[src/rtl/pipe_pkg.sv]
// pipe_pkg: shared fetch-path widths, constants and the fetch-queue entry type
package pipe_pkg;
  localparam int INSTR_W = 32;
  localparam int PC_W = 32;
  localparam logic [INSTR_W-1:0] NOP_INSTR = 32'h0;
  localparam logic [PC_W-1:0] PC_INC = 32'd4;
  typedef struct packed {
    logic [INSTR_W-1:0] instr;
    logic [PC_W-1:0] pc_add_4;
  } fetch_entry_t;
endpackage

[src/rtl/pipe_fetch_unit_if.sv]
// pipe_fetch_unit_if: instruction-memory request/response bus
//   req/addr : fetch request and address (master -> memory)
//   gnt      : request accepted this cycle (memory -> master)
//   rvalid/rdata : in-order response, one per granted request (memory -> master)
interface pipe_fetch_unit_if #(parameter int ADDR_W = 32);
  logic req;
  logic [ADDR_W-1:0] addr;
  logic gnt;
  logic rvalid;
  logic [pipe_pkg::INSTR_W-1:0] rdata;
  modport master (output req, addr, input gnt, rvalid, rdata);
  modport slave (input req, addr, output gnt, rvalid, rdata);
endinterface

[src/rtl/fetch_queue.sv]
// fetch_queue: parameterised synchronous FIFO, flush has priority over push/pop
//   push_i/data_i : enqueue (accepted when not full, or when popping the same cycle)
//   pop_i/data_o  : dequeue head (ignored when empty)
//   flush_i       : empty the queue
//   full_o/empty_o/count_o : occupancy status
module fetch_queue #(
  parameter int DEPTH = 2,
  parameter type T = logic,
  localparam int AW = $clog2(DEPTH)
) (
  input  logic clk_i,
  input  logic rst_n,
  input  logic push_i,
  input  logic pop_i,
  input  logic flush_i,
  input  T data_i,
  output T data_o,
  output logic full_o,
  output logic empty_o,
  output logic [AW:0] count_o
);
  T mem_q [DEPTH];
  logic [AW-1:0] wr_q, rd_q;
  logic [AW:0] cnt_q;
  logic do_push, do_pop;
  assign full_o = cnt_q == DEPTH[AW:0];
  assign empty_o = cnt_q == '0;
  assign count_o = cnt_q;
  assign data_o = mem_q[rd_q];
  always_comb begin
    do_pop = pop_i & ~empty_o;
    do_push = push_i & (~full_o | do_pop);
  end
  always_ff @(posedge clk_i or negedge rst_n)
    if (!rst_n) begin
      wr_q <= '0;
      rd_q <= '0;
      cnt_q <= '0;
    end else if (flush_i) begin
      wr_q <= '0;
      rd_q <= '0;
      cnt_q <= '0;
    end else begin
      if (do_push) wr_q <= wr_q + 1'b1;
      if (do_pop) rd_q <= rd_q + 1'b1;
      cnt_q <= cnt_q + {{AW{1'b0}}, do_push} - {{AW{1'b0}}, do_pop};
    end
  always_ff @(posedge clk_i)
    if (do_push & ~flush_i) mem_q[wr_q] <= data_i;
endmodule

[src/rtl/pipe_fetch_unit.sv]
// pipe_fetch_unit: IF front end - PC, variable-latency imem requests, in-order fetch queue to ID
//   clk_i, rst_n         : clock, asynchronous active-low reset
//   imem (master)        : req/addr out, gnt/rvalid/rdata in
//   redirect_i/_pc_i     : taken branch, squashes all younger work
//   id_valid_o/_instr_o/_pc_add_4_o, id_ready_i : head-of-queue handshake to ID
//   PIPE_FETCH_PERF_EN   : adds perf_fetch_cnt_o / perf_flush_cnt_o
module pipe_fetch_unit
  import pipe_pkg::*;
#(
  parameter int ADDR_W = 32,
  parameter logic [ADDR_W-1:0] RESET_PC = '0,
  parameter int DEPTH = 2
) (
  input  logic clk_i,
  input  logic rst_n,
  pipe_fetch_unit_if.master imem,
  input  logic redirect_i,
  input  logic [ADDR_W-1:0] redirect_pc_i,
  output logic id_valid_o,
  output logic [INSTR_W-1:0] id_instr_o,
  output logic [ADDR_W-1:0] id_pc_add_4_o,
  input  logic id_ready_i
`ifdef PIPE_FETCH_PERF_EN
  ,
  output logic [31:0] perf_fetch_cnt_o,
  output logic [31:0] perf_flush_cnt_o
`endif
);
  localparam int AW = $clog2(DEPTH);
  localparam logic [ADDR_W-1:0] INC = ADDR_W'(PC_INC);
  logic [ADDR_W-1:0] pc_q, pc_d, tag_head;
  logic [AW:0] drop_q, drop_d, occ, tag_cnt;
  logic issue, accept, dropping, pop, dq_full, dq_empty, tq_full, tq_empty;
  fetch_entry_t entry, head;
  // occupancy + in-flight (tag count; drop is zero whenever req can be high) reserves a slot per request
  assign imem.req = rst_n & ~redirect_i & ~dq_full & ~tq_full & (drop_q == '0)
                  & ({1'b0, occ} + {1'b0, tag_cnt} < DEPTH[AW+1:0]);
  assign imem.addr = pc_q;
  always_comb begin
    issue = imem.req & imem.gnt;
    dropping = imem.rvalid & (drop_q != '0);
    accept = imem.rvalid & ~dropping & ~redirect_i & ~tq_empty;
    pop = id_valid_o & id_ready_i & ~redirect_i;
    pc_d = redirect_i ? redirect_pc_i : issue ? pc_q + INC : pc_q;
    // on redirect every surviving in-flight request becomes a drop; a response this cycle is already gone
    drop_d = redirect_i ? drop_q + tag_cnt - {{AW{1'b0}}, imem.rvalid}
                        : drop_q - {{AW{1'b0}}, dropping};
    entry = '{instr: imem.rdata, pc_add_4: PC_W'(tag_head + INC)};
  end
  fetch_queue #(.DEPTH(DEPTH), .T(logic [ADDR_W-1:0])) u_tag_q (
    .clk_i, .rst_n,
    .push_i(issue), .pop_i(accept), .flush_i(redirect_i),
    .data_i(pc_q), .data_o(tag_head),
    .full_o(tq_full), .empty_o(tq_empty), .count_o(tag_cnt)
  );
  fetch_queue #(.DEPTH(DEPTH), .T(fetch_entry_t)) u_data_q (
    .clk_i, .rst_n,
    .push_i(accept), .pop_i(pop), .flush_i(redirect_i),
    .data_i(entry), .data_o(head),
    .full_o(dq_full), .empty_o(dq_empty), .count_o(occ)
  );
  assign id_valid_o = ~dq_empty;
  assign id_instr_o = dq_empty ? NOP_INSTR : head.instr;
  assign id_pc_add_4_o = dq_empty ? '0 : ADDR_W'(head.pc_add_4);
  always_ff @(posedge clk_i or negedge rst_n)
    if (!rst_n) begin
      pc_q <= RESET_PC;
      drop_q <= '0;
    end else begin
      pc_q <= pc_d;
      drop_q <= drop_d;
    end
`ifdef PIPE_FETCH_PERF_EN
  logic [31:0] fetch_cnt_q, flush_cnt_q;
  always_ff @(posedge clk_i or negedge rst_n)
    if (!rst_n) begin
      fetch_cnt_q <= '0;
      flush_cnt_q <= '0;
    end else begin
      fetch_cnt_q <= fetch_cnt_q + 32'(pop);
      flush_cnt_q <= flush_cnt_q + (redirect_i ? 32'(occ) + 32'(imem.rvalid) : 32'(dropping));
    end
  assign perf_fetch_cnt_o = fetch_cnt_q;
  assign perf_flush_cnt_o = flush_cnt_q;
`endif
endmodule

[src/flat_wrapper.sv]
// flat-port wrapper written by rule: the top's interface ports become plain ports
module pipe_fetch_unit_flat import pipe_pkg::*;
#(
  parameter int ADDR_W = 32,
  parameter logic [ADDR_W-1:0] RESET_PC = '0,
  parameter int DEPTH = 2
)
  (clk_i, rst_n, redirect_i, redirect_pc_i, id_valid_o, id_instr_o, id_pc_add_4_o, id_ready_i, imem_req, imem_addr, imem_gnt, imem_rvalid, imem_rdata);
  pipe_fetch_unit_if #(.ADDR_W(ADDR_W)) imem_i ();
  input  logic clk_i;
  input  logic rst_n;
  input  logic redirect_i;
  input  logic [ADDR_W-1:0] redirect_pc_i;
  output logic id_valid_o;
  output logic [INSTR_W-1:0] id_instr_o;
  output logic [ADDR_W-1:0] id_pc_add_4_o;
  input  logic id_ready_i;
  output wire logic [$bits(imem_i.req)-1:0] imem_req;
  output wire logic [$bits(imem_i.addr)-1:0] imem_addr;
  input wire logic [$bits(imem_i.gnt)-1:0] imem_gnt;
  input wire logic [$bits(imem_i.rvalid)-1:0] imem_rvalid;
  input wire logic [$bits(imem_i.rdata)-1:0] imem_rdata;
  assign imem_req = imem_i.req;
  assign imem_addr = imem_i.addr;
  assign imem_i.gnt = imem_gnt;
  assign imem_i.rvalid = imem_rvalid;
  assign imem_i.rdata = imem_rdata;
  pipe_fetch_unit #(.ADDR_W(ADDR_W), .RESET_PC(RESET_PC), .DEPTH(DEPTH)) u_core (.clk_i(clk_i), .rst_n(rst_n), .imem(imem_i), .redirect_i(redirect_i), .redirect_pc_i(redirect_pc_i), .id_valid_o(id_valid_o), .id_instr_o(id_instr_o), .id_pc_add_4_o(id_pc_add_4_o), .id_ready_i(id_ready_i));
endmodule
[config.mk]
export PLATFORM = sky130hd
export DESIGN_NAME = pipe_fetch_unit_flat
export DESIGN_NICKNAME = d
export VERILOG_FILES = /design/src/rtl/pipe_pkg.sv /design/src/rtl/pipe_fetch_unit_if.sv /design/src/rtl/fetch_queue.sv /design/src/rtl/pipe_fetch_unit.sv /design/src/flat_wrapper.sv
export SDC_FILE = /design/constraint.sdc
export NUM_CORES = 1
export LEC_CHECK = 0
export CAP_MARGIN = 0
export CORE_ASPECT_RATIO = 2
export CORE_MARGIN = 5
export CORE_UTILIZATION = 55
export CTS_BUF_LIST = sky130_fd_sc_hd__clkbuf_8
export DETAILED_ROUTE_END_ITERATION = 10
export DONT_BUFFER_PORTS = 1
export HOLD_SLACK_MARGIN = 0.08
export PLACE_DENSITY = 0.7
export SLEW_MARGIN = 0
export SYNTH_ARGS = -nofsm -noshare
export SYNTH_HDL_FRONTEND = slang
export SYNTH_HIERARCHICAL = 1
export SYNTH_SLANG_ARGS = --single-unit
[constraint.sdc]
create_clock -name clk_i -period 20.8 [get_ports clk_i]
set_input_delay 2.08 -clock clk_i [delete_from_list [all_inputs] [get_ports clk_i]]
set_output_delay 2.08 -clock clk_i [all_outputs]
set_load 0.05 [all_outputs]
# == Word-level counts from Yosys, hierarchy flattened ==
# Memory sizes are Yosys's and may differ from the RTL's.
# Index checks and enable logic that the tools add are counted.
# op_classes
multipliers,0
n_shift,0
bitwise,26
n_eq_ne,2
reduce_logical,9
n_div,0
n_lt_le_gt_ge,1
n_mux,19
n_addsub,14
# op_table
op,count
32-bit 2-to-1 mux,4
32-bit by 3-bit adder with 32-bit output (second input constant),2
1-bit AND,18
1-bit 2-to-1 mux,12
2-bit nonzero test,6
2-bit by 1-bit subtractor with 2-bit output,4
2-bit logical NOT,3
2-bit 2-to-1 mux,3
1-bit inverter,6
1-bit adder (second input constant),4
2-bit by 1-bit adder with 2-bit output,2
2-bit == test (second input constant),2
2-bit by 2-bit adder with 3-bit output,1
3-bit by 2-bit < comparator with 1-bit output (second input constant),1
2-bit adder,1
1-bit bitwise OR,2
# word_totals
in_bits,70
mem_bits_rw,192
latchBits,0
wordCells,81
out_inout_bits,98
n_memories,2
romBits,0
register_bits,42
# memory_table
memory,words,width,read_ports,rd_clocked_by_memory_dff,wr,line_no,source
u_core.u_data_q.mem_q,2,64,1,0,1,fetch_queue.sv:22,T mem_q [DEPTH];
u_core.u_tag_q.mem_q,2,32,1,0,1,fetch_queue.sv:22,

# == Depth between registers and ports, before layout ==
# Gate-level depths: netlist (run 1).
# depth
depth_word,12
depth_mapped,11

# == Cells and area by module ==
# The synthesis (run 1) kept the hierarchy.
# by_module_without_submodules
module,seq_area_each_um2,instances,area_per_inst_um2,cells_per_inst
fetch_queue at u_core.u_data_q,3943.8,1,4883.4,228
pipe_fetch_unit,850.8,1,2985.4,379
fetch_queue at u_core.u_tag_q,2021.9,1,2562.5,129

# == Worst setup path before layout (run 1) ==
# Ideal clock, no wire load.
# synth_path
path_type,input -> register
startpoint,input redirect_i
endpoint,memory u_core/u_data_q/mem_q[1][0] (netlist bit) (enable)
arrival_ns,7.989
setup_ns,0.578
slack_ns,12.233
cell_stages,6
path_buffers,1
path_cell_list,clkbuf_1 nor2_1 nand2_1 nor3_1 o21ai_2 nor3b_1
# synth_between
elab_cells_between_ends,10
# synth_lines
element,line_no,source
from (decl),flat_wrapper.sv:12,input logic redirect_i;
1-bit inverter,pipe_fetch_unit.sv:42,accept = imem.rvalid & ~dropping & ~redirect_i & ~tq_empty;
1-bit AND (2 in series),pipe_fetch_unit.sv:42,
net u_core.accept,pipe_fetch_unit.sv:33,"logic issue, accept, dropping, pop, dq_full, dq_empty, tq_full, tq_empty;"
1-bit AND,fetch_queue.sv:32,do_push = push_i & (~full_o | do_pop);
1-bit AND,fetch_queue.sv:49,if (do_push & ~flush_i) mem_q[wr_q] <= data_i;
1-bit 2-to-1 mux,fetch_queue.sv:49,
1-bit 2-to-1 mux (not written as such),fetch_queue.sv:49,
to (decl),fetch_queue.sv:22,
# The timed path passes the listed nets, and every way through them passes these cells.

# == Final worst setup path (run 1) ==
# layout_path
startpoint,input rst_n
endpoint,output imem_req
# layout_between
elab_chain_cells,5
# layout_rtl
element,line_no,source
from (decl),flat_wrapper.sv:11,input logic rst_n;
1-bit AND (4 in series),pipe_fetch_unit.sv:36,assign imem.req = rst_n & ~redirect_i & ~dq_full & ~tq_full & (drop_q == '0)
1-bit AND,pipe_fetch_unit.sv:37,"& ({1'b0, occ} + {1'b0, tag_cnt} < DEPTH[AW+1:0]);"
to (decl),flat_wrapper.sv:18,output wire logic [$bits(imem_i.req)-1:0] imem_req;
# Every way passes these cells.

==> results of run 1 <==
==> tightest hold or removal path: stages, from the launching register on <==
cell and delay [ps]:
dfrtp_2 380, xor2_1 70, nor2_1 80
==> layout by cell type, fill, tap and decap left out, types with 3 or more instances in the layout <==
master    count
and3_1        8
and4_1        5
buf_4         9
clkbuf_8     36
clkinv_2      4
dfrtp_1      41
edfxtp_1    192
ha_1          7
inv_1        28
mux2_1       51
mux2_2       51
mux2i_1       3
nand2_1      49
nand2b_1      5
nand3_1      30
nand4_1      10
nor2_1       21
nor2b_1      73
nor3_1       17
nor3_2        3
nor4_1        9
o21ai_0      29
o21ai_1       3
xnor2_1      46
xor2_1       14
==> metrics by stage <==
step | setup WS, ps | power, mW | hold slack, ps | std cells
2_1_floorplan | 12230 | 0.588 | 537 | 736
3_3_place_gp | 15330 | 0.594 | 538 | 973
3_5_place_dp | 15310 | 0.598 | 550 | 973
4_1_cts | 15300 | 0.932 | 569 | 1031
5_1_grt | 15190 | 0.958 | 600 | 1031
6_report | 15290 | 0.919 | 565 | 1031
==> per-layer routing <==
layer / vias up / wire, um / GRT usage (%)
li1: 2720 / - / -
met3: 40 / 1170 / 3.56
met1: 2824 / 7140 / 18.6
met4: 0 / 502 / 5.96
met5: - / 0 / 0
met2: 174 / 11000 / 34.1
==> sequential cells by signal, indices dropped and copies added (netlist names) <==
register / cells
u_core/drop_q: 2
u_core/imem.addr: 32
u_core/u_data_q/count_o: 2
u_core/u_data_q/mem_q: 128
u_core/u_data_q/rd_q: 1
u_core/u_data_q/wr_q: 1
u_core/u_tag_q/count_o: 2
u_core/u_tag_q/mem_q: 64
u_core/u_tag_q/rd_q: 1
u_core/u_tag_q/wr_q: 1
==> logic make-up (layout without fill, tap and decap cells) <==
group,count (synthesis),in the layout,share of synthesized area [%]
AOI/OAI and AO/OA,39,39,2.04
xor gates and xnor gates,60,60,5.04
and+or+nand+nor,248,248,13.4
muxes,106,106,11.4
buffers and inverters,41,81,1.73
DFF,234,234,65.3
adders and majority gates,8,8,1.03
==> power by group through the flow <==
| stage | Combinational (mW) | Clock, mW | Sequential (mW) |
|---|---|---|---|
| after floorplan | 0.0275 | 0 | 0.560 |
| after global placement | 0.0294 | 0 | 0.565 |
| after detailed placement | 0.0315 | 0 | 0.567 |
| after CTS | 0.0319 | 0.344 | 0.556 |
| after global routing | 0.0359 | 0.364 | 0.558 |
| final | 0.0317 | 0.331 | 0.556 |
==> path summary, 6_finish.rpt <==
check                                           startpoint                          end  slack (ps)  depth (start not counted)
worst max-delay path                                 rst_n                     imem_req       15290                          3
worst min-delay path                  u_core/u_data_q/rd_q         u_core/u_data_q/rd_q         570                          2
worst max register to register  u_core/u_data_q/count_o[0]  u_core/u_tag_q/mem_q[1][24]       17440                          8
worst min register to register        u_core/u_data_q/rd_q         u_core/u_data_q/rd_q         570                          2
max in group asynchronous                            rst_n         u_core/u_data_q/rd_q       19480                          0
min in group asynchronous                            rst_n          u_core/imem.addr[8]        1210                          0
==> area by class of cell <==
cell class / instances / area, um2
Timing Repair Buffer: 9 / 67.6
Inverter: 14 / 52.6
Tap cell: 255 / 319
Multi-Input combinational cell: 461 / 3460
Clock inverter: 22 / 123
Sequential cell: 234 / 6820
Fill cell: 1463 / 7410
Clock buffer: 36 / 495
==> summary.md, run 1 <==
| Metric | Value |
|---|---|
| Status | `finished clean` |
| Post-synth top cells | `192 x edfxtp_1, 73 x nor2b_1, 51 x mux2_1, 51 x mux2_2, 49 x nand2_1` |
| Kind of path behind the tightest hold check | `flop to flop` |
| Gr usage total | `approximately 18%` |
| RePlAce Congestion | `just over 0.8` |
| Hold_buf cts | `0` |
| Max incr delay on CP | `roughly 730 ps` |
| Setup TNS | `0 ps` |
| Post-CTS Setup Bufs | `0` |
| Yosys reg bits | `~230` |
| 1st-pass router iterations | `4` |
| Critical path type | `input pin to output port` |
| Top Ports | `~170` |
| Ranking of synthesized cells by area | `edfxtp_1 55%, dfrtp_1 10%, mux2_1 5.5%, mux2_2 5.5%, nor2b_1 4.4%` |
| FP Rows | `between 70 and 80` |
| Post-synthesis sequential area ratio | `between 60% and 70%` |
| Max-slew violation count | `0` |
| Largest net degree at the start of global routing | `85` |
| Family with the most delay on the worst path | `simple AND/OR/NAND/NOR gates` |
| CP Max Fanout | `43` |
| Post-Route Utilization | `60.5%` |
| Initial Utilization | `a little under three fifths` |
| Clk_skew | `about 12 ps` |
| Crit path arrival time | `~3400 ps` |
| First-pass GRT wire length | `between 30000 and 40000 um` |
| Crit. End Element | `output port` |
| Layout cells sized above 1 | `roughly 15%` |
| I/O Buffers | `0` |
| DRT antenna net count | `0` |
| H-tree depth | `1` |
| Post-synthesis instance area | `around 10000 um2` |
| Vias/cell | `~5.6` |
| Static leakage | `3.82 nW` |
| CTS sink cnt | `between 200 and 250` |
| Layout Nets | `approximately 830` |
| Die W | `roughly 110 um` |
| Slew HR | `between 20% and 30%` |
| Dpl cell area | `~11000 um2` |
| Layout Area Growth over Synthesis | `8.68%` |
| Switching pwr | `about 220 uW` |
| Via Count | `between 5000 and 6000` |
| ANT cells | `0` |
| Fmax | `181 MHz` |
| WL/cell | `19.2 um` |
| Sequential power share | `around three fifths` |
| Worst-Skew Late Latency | `560 ps` |
| VDD IR max | `around 0.000069 V` |
| Ys Warns | `6` |
| Synth cell types | `between 40 and 50` |
| Internal power | `between 700 and 800 uW` |
| Yosys top cell by area | `edfxtp_1` |
| Startpoint types | `input pin` |
| Worst-path clk slew | `approximately 60 ps` |
| Most common cell in the netlist | `edfxtp_1` |
| CTS root buffer | `clkbuf_8` |
| Initial antenna violation count | `0` |
| Final Hold Vio Count | `0` |
| Iter 0 DRT Violations | `between 200 and 250` |
| Mapped Cells | `736` |
| Post-cts resize count | `0` |
| Comb power frac | `3.4%` |
| P per Cell Area | `~81 nW/um2` |
| Vias in the first global route | `about 6100` |
| Final setup viols | `0` |
| Syn Area/Cell | `roughly 14 um2` |
| Syn Nets | `between 800 and 900` |
| Congestion Overflow GR | `0` |
| Final wirelength | `approximately 20000 um` |
| CTS tree | `done` |
| Die Y | `205 um` |
| Die footprint | `approximately 22000 um2` |
| Post-synth EDFFs | `192` |
| Unrepaired setup endpoints after global routing | `no` |
| Final worst path period share | `a little over a quarter` |
| Slowest stage cell, crit path | `nor2_1` |
| Switching Share | `about a quarter` |
| CTS buffer count | `31` |
| Core Area | `approximately 19000 um2` |
| Final instance area | `11300 um2` |
| Worst endpoint required time | `approximately 19000 ps` |
| Crit path time final | `roughly 5500 ps` |
| Max_cap viols | `0` |
| Async SR Flop Fraction | `roughly 18%` |
| Final HPWL DP | `13300 um` |
| WP buf/inv | `0` |
| Least-Margin Pin Slew | `approximately 1100 ps` |
| Main flop type after synthesis | `edfxtp_1` |
| DRC errors left | `0` |
| Critical-path cell list | `nor4b_4 -> nand2_1 -> nor2_1` |
| Clock Power Share | `a little over a third` |
| Clock buffer depth | `3` |
| Post-synth top area share | `between 50% and 60%` |
No activity file was read; power rests on OpenSTA's default activity.
==> inputs of run 2 (changes only) <==
PLACE_DENSITY = 0.73   (was 0.7)
clock period = 4.9 ns   (was 20.8 ns; I/O delays follow)
==> run 2 against run 1 <==
Net effect:
- sequential power increased to 4.2 times the previous value
- first-iteration DRC count increased by 11%
- cell area is 6.3% higher
- via count rose by 5.9%
- cell count up 6.0%
- largest power group unchanged
- clock power grew to 4.5 times the previous value
- non-clock buffer count increased by 63
==> summary.md, run 2 (same netlist as run 1, synthesis figures left out) <==
| Metric | Value |
|---|---|
| Status | `finished clean` |
| GR Util met2 | `36.3% (+2.3 points)` |
| Max_cap viols | `0 (unchanged)` |
| DRT antenna net count | `0 (unchanged)` |
| Dpl cell area | `10700 um2 (about the same)` |
| Clock buffer depth | `3 (unchanged)` |
| CTS tree | `done` |
| Crit path time final | `roughly 3500 ps` |
| Max reg flops | `128 (unchanged)` |
| Final setup viols | `0 (unchanged)` |
| Die W | `107 um (unchanged)` |
| Multi-input logic area | `3480 um2 (+0.54%)` |
| Register Area | `6820 um2 (unchanged)` |
| Fillers | `1382 (-5.5%)` |
| CTS root buffer | `clkbuf_8` |
| Post-CTS Setup Bufs | `0 (unchanged)` |
| Core Area | `18700 um2 (unchanged)` |
| Critical-path cell list | `and2_1 -> fa_1 -> nor3_2 -> nand2_1 -> nor2_1` |
| Die footprint | `22000 um2 (unchanged)` |
| Slowest stage cell, crit path | `nor2_1` |
| Static leakage | `4.11 nW (+7.5%)` |
| Slew HR | `24.3% (-0.84 points)` |
| Startpoint types | `flop` |
| Worst-path clk slew | `70 ps (about the same)` |
| VDD IR max | `0.000412 V (+500%)` |
| Fin cells | `1093 (+6.0%)` |
| I/O Buffers | `0 (unchanged)` |
| RePlAce Congestion | `0.823 (+1.4%)` |
| Max-slew violation count | `0 (unchanged)` |
| Placed Cells | `971 (-0.21%)` |
| Congestion Overflow GR | `0 (unchanged)` |
| Critical path type | `flop to output port` |
| Unrepaired setup endpoints after global routing | `no` |
| CP Max Fanout | `8 (-81%)` |
| H-tree depth | `1 (unchanged)` |
| Worst-Skew Late Latency | `550 ps (about the same)` |
| Vias/cell | `5.58 (about the same)` |
| GRT busiest layer | `met2` |
| GRT met3 Usage | `3.22% (-0.35 points)` |
| Layout Area Growth over Synthesis | `15.5%` |
| Largest net degree at the start of global routing | `66 (-22%)` |
| Via Count | `6099 (+5.9%)` |
| P per Cell Area | `336 nW/um2 (+310%)` |
| Crit. End Element | `output port` |
| Die Y | `205 um (unchanged)` |
| Layout Nets | `891 (+7.5%)` |
| Max incr delay on CP | `740 ps (about the same)` |
| Post-Route Utilization | `64.3% (+3.8 points)` |
| 1st-pass router iterations | `6 (+2)` |
| Kind of path behind the tightest hold check | `input pin to flop` |
| WL/cell | `19.4 um (+0.93%)` |
| Fmax | `approximately 280 MHz` |
| DRC errors left | `0 (unchanged)` |
| First-pass GRT wire length | `33100 um (+6.8%)` |
| Top Ports | `168 (unchanged)` |
| CTS sink cnt | `234 (unchanged)` |
| Worst endpoint required time | `4410 ps (-14310 ps)` |
| Final instance area | `12000 um2 (+6.3%)` |
| Post-cts resize count | `0 (unchanged)` |
| Crit path arrival time | `3040 ps (-390 ps)` |
| Final wirelength | `21200 um (+7.0%)` |
| Vias in the first global route | `6647 (+8.2%)` |
| Initial antenna violation count | `1 (+1)` |
| Met1 usage | `19.5% (+0.96 points)` |
| Final worst path period share | `between 70% and 80%` |
| Initial Utilization | `55.7% (unchanged)` |
| FP Rows | `71 (unchanged)` |
| Layout cells sized above 1 | `14.3% (-1.0 points)` |
| Final Hold Vio Count | `0 (unchanged)` |
| Hold Slack | `102 ps (-464 ps)` |
| Most frequent cells in the layout | `192 x edfxtp_1, 73 x nor2b_1, 63 x dlygate4sd3_1` |
| Top reg by flops | `u_core/u_data_q/mem_q` |
| Clk_skew | `20.5 ps (+8.82 ps)` |
| Least-Margin Pin Slew | `1130 ps (+6.21 ps)` |
| Iter 0 DRT Violations | `272 (+11%)` |
| Final HPWL DP | `13800 um (+3.7%)` |
| Gr usage total | `19.0% (+1.4 points)` |
| Most common cell after layout, fill and taps aside | `edfxtp_1` |
| CTS buffer count | `30 (-3.2%)` |
| Setup TNS | `0 ps (unchanged)` |
==> run 2: changes by cell type in the layout (fill, tap and decap cells not counted), moves of 2 or more <==
cell           delta
dlygate4sd3_1    +63
clkinv_2          +3
clkbuf_8          -5
nor3b_4           +2
nor3b_2           -2
buf_4             -2
bufinv_16         +3
clkinv_1          +2
inv_1             -5
==> run 2: metrics by stage <==
step / setup slack (ps) / power, mW
floorplan: 166 / 2.50
global placement: 1700 / 2.53
detailed placement: 1550 / 2.54
CTS: 1330 / 4.09
global route: 1210 / 4.21
finish: 1370 / 4.05
==> run 2: layout make-up <==
class | instances | share of cell area [%]
clock inverters | 25 | 1.80
well taps | 255 | 2.65
multi-input cells | 461 | 28.9
flip-flops and latches | 234 | 56.6
diodes | 1 | 0.0208
inverters | 14 | 0.436
clock buffers | 31 | 3.54
repair buffers | 72 | 6.07
==> run 2: what timing repair did <==
action | CTS | global route
setup endpoints to repair | 0 | 0
endpoints found under the hold margin | 141 | 0
hold buffers | 65 | 0
==> run 2: per-layer routing <==
metal | routed length (um) | part of all wire [%]
met5 | 0 | 0
met4 | 764 | 3.6
met3 | 1140 | 5.4
met2 | 11900 | 56
met1 | 7360 | 35
==> run 2: final timing paths <==
kind,startpoint,endpoint,slack [ps],depth (start not counted)
worst min register to register,u_core/u_tag_q/mem_q[1][1],u_core/u_data_q/mem_q[0][1],590,1
worst max-delay path,u_core/u_data_q/count_o[0],imem_req,1370,5
min in group asynchronous,rst_n,u_core/imem.addr[11],420,2
max in group asynchronous,rst_n,u_core/u_data_q/rd_q,4240,2
worst min-delay path,redirect_i,u_core/imem.addr[2],100,2
worst max register to register,u_core/u_data_q/count_o[0],u_core/u_tag_q/mem_q[1][23],1530,8
==> run 2: critical path, delay by kind of cell, from the launching register on <==
kind,cells,cell delay [ps]
fa+ha+maj,1,450
flops,1,470
simple gates,4,1570
==> run 2: power breakdown <==
group / switching, mW / internal, mW / leakage, nW
logic: 0.0989 / 0.103 / 1.49
clock network: 0.681 / 0.805 / 0.364
registers: 0.167 / 2.20 / 2.25
total: 0.946 / 3.10 / 4.11
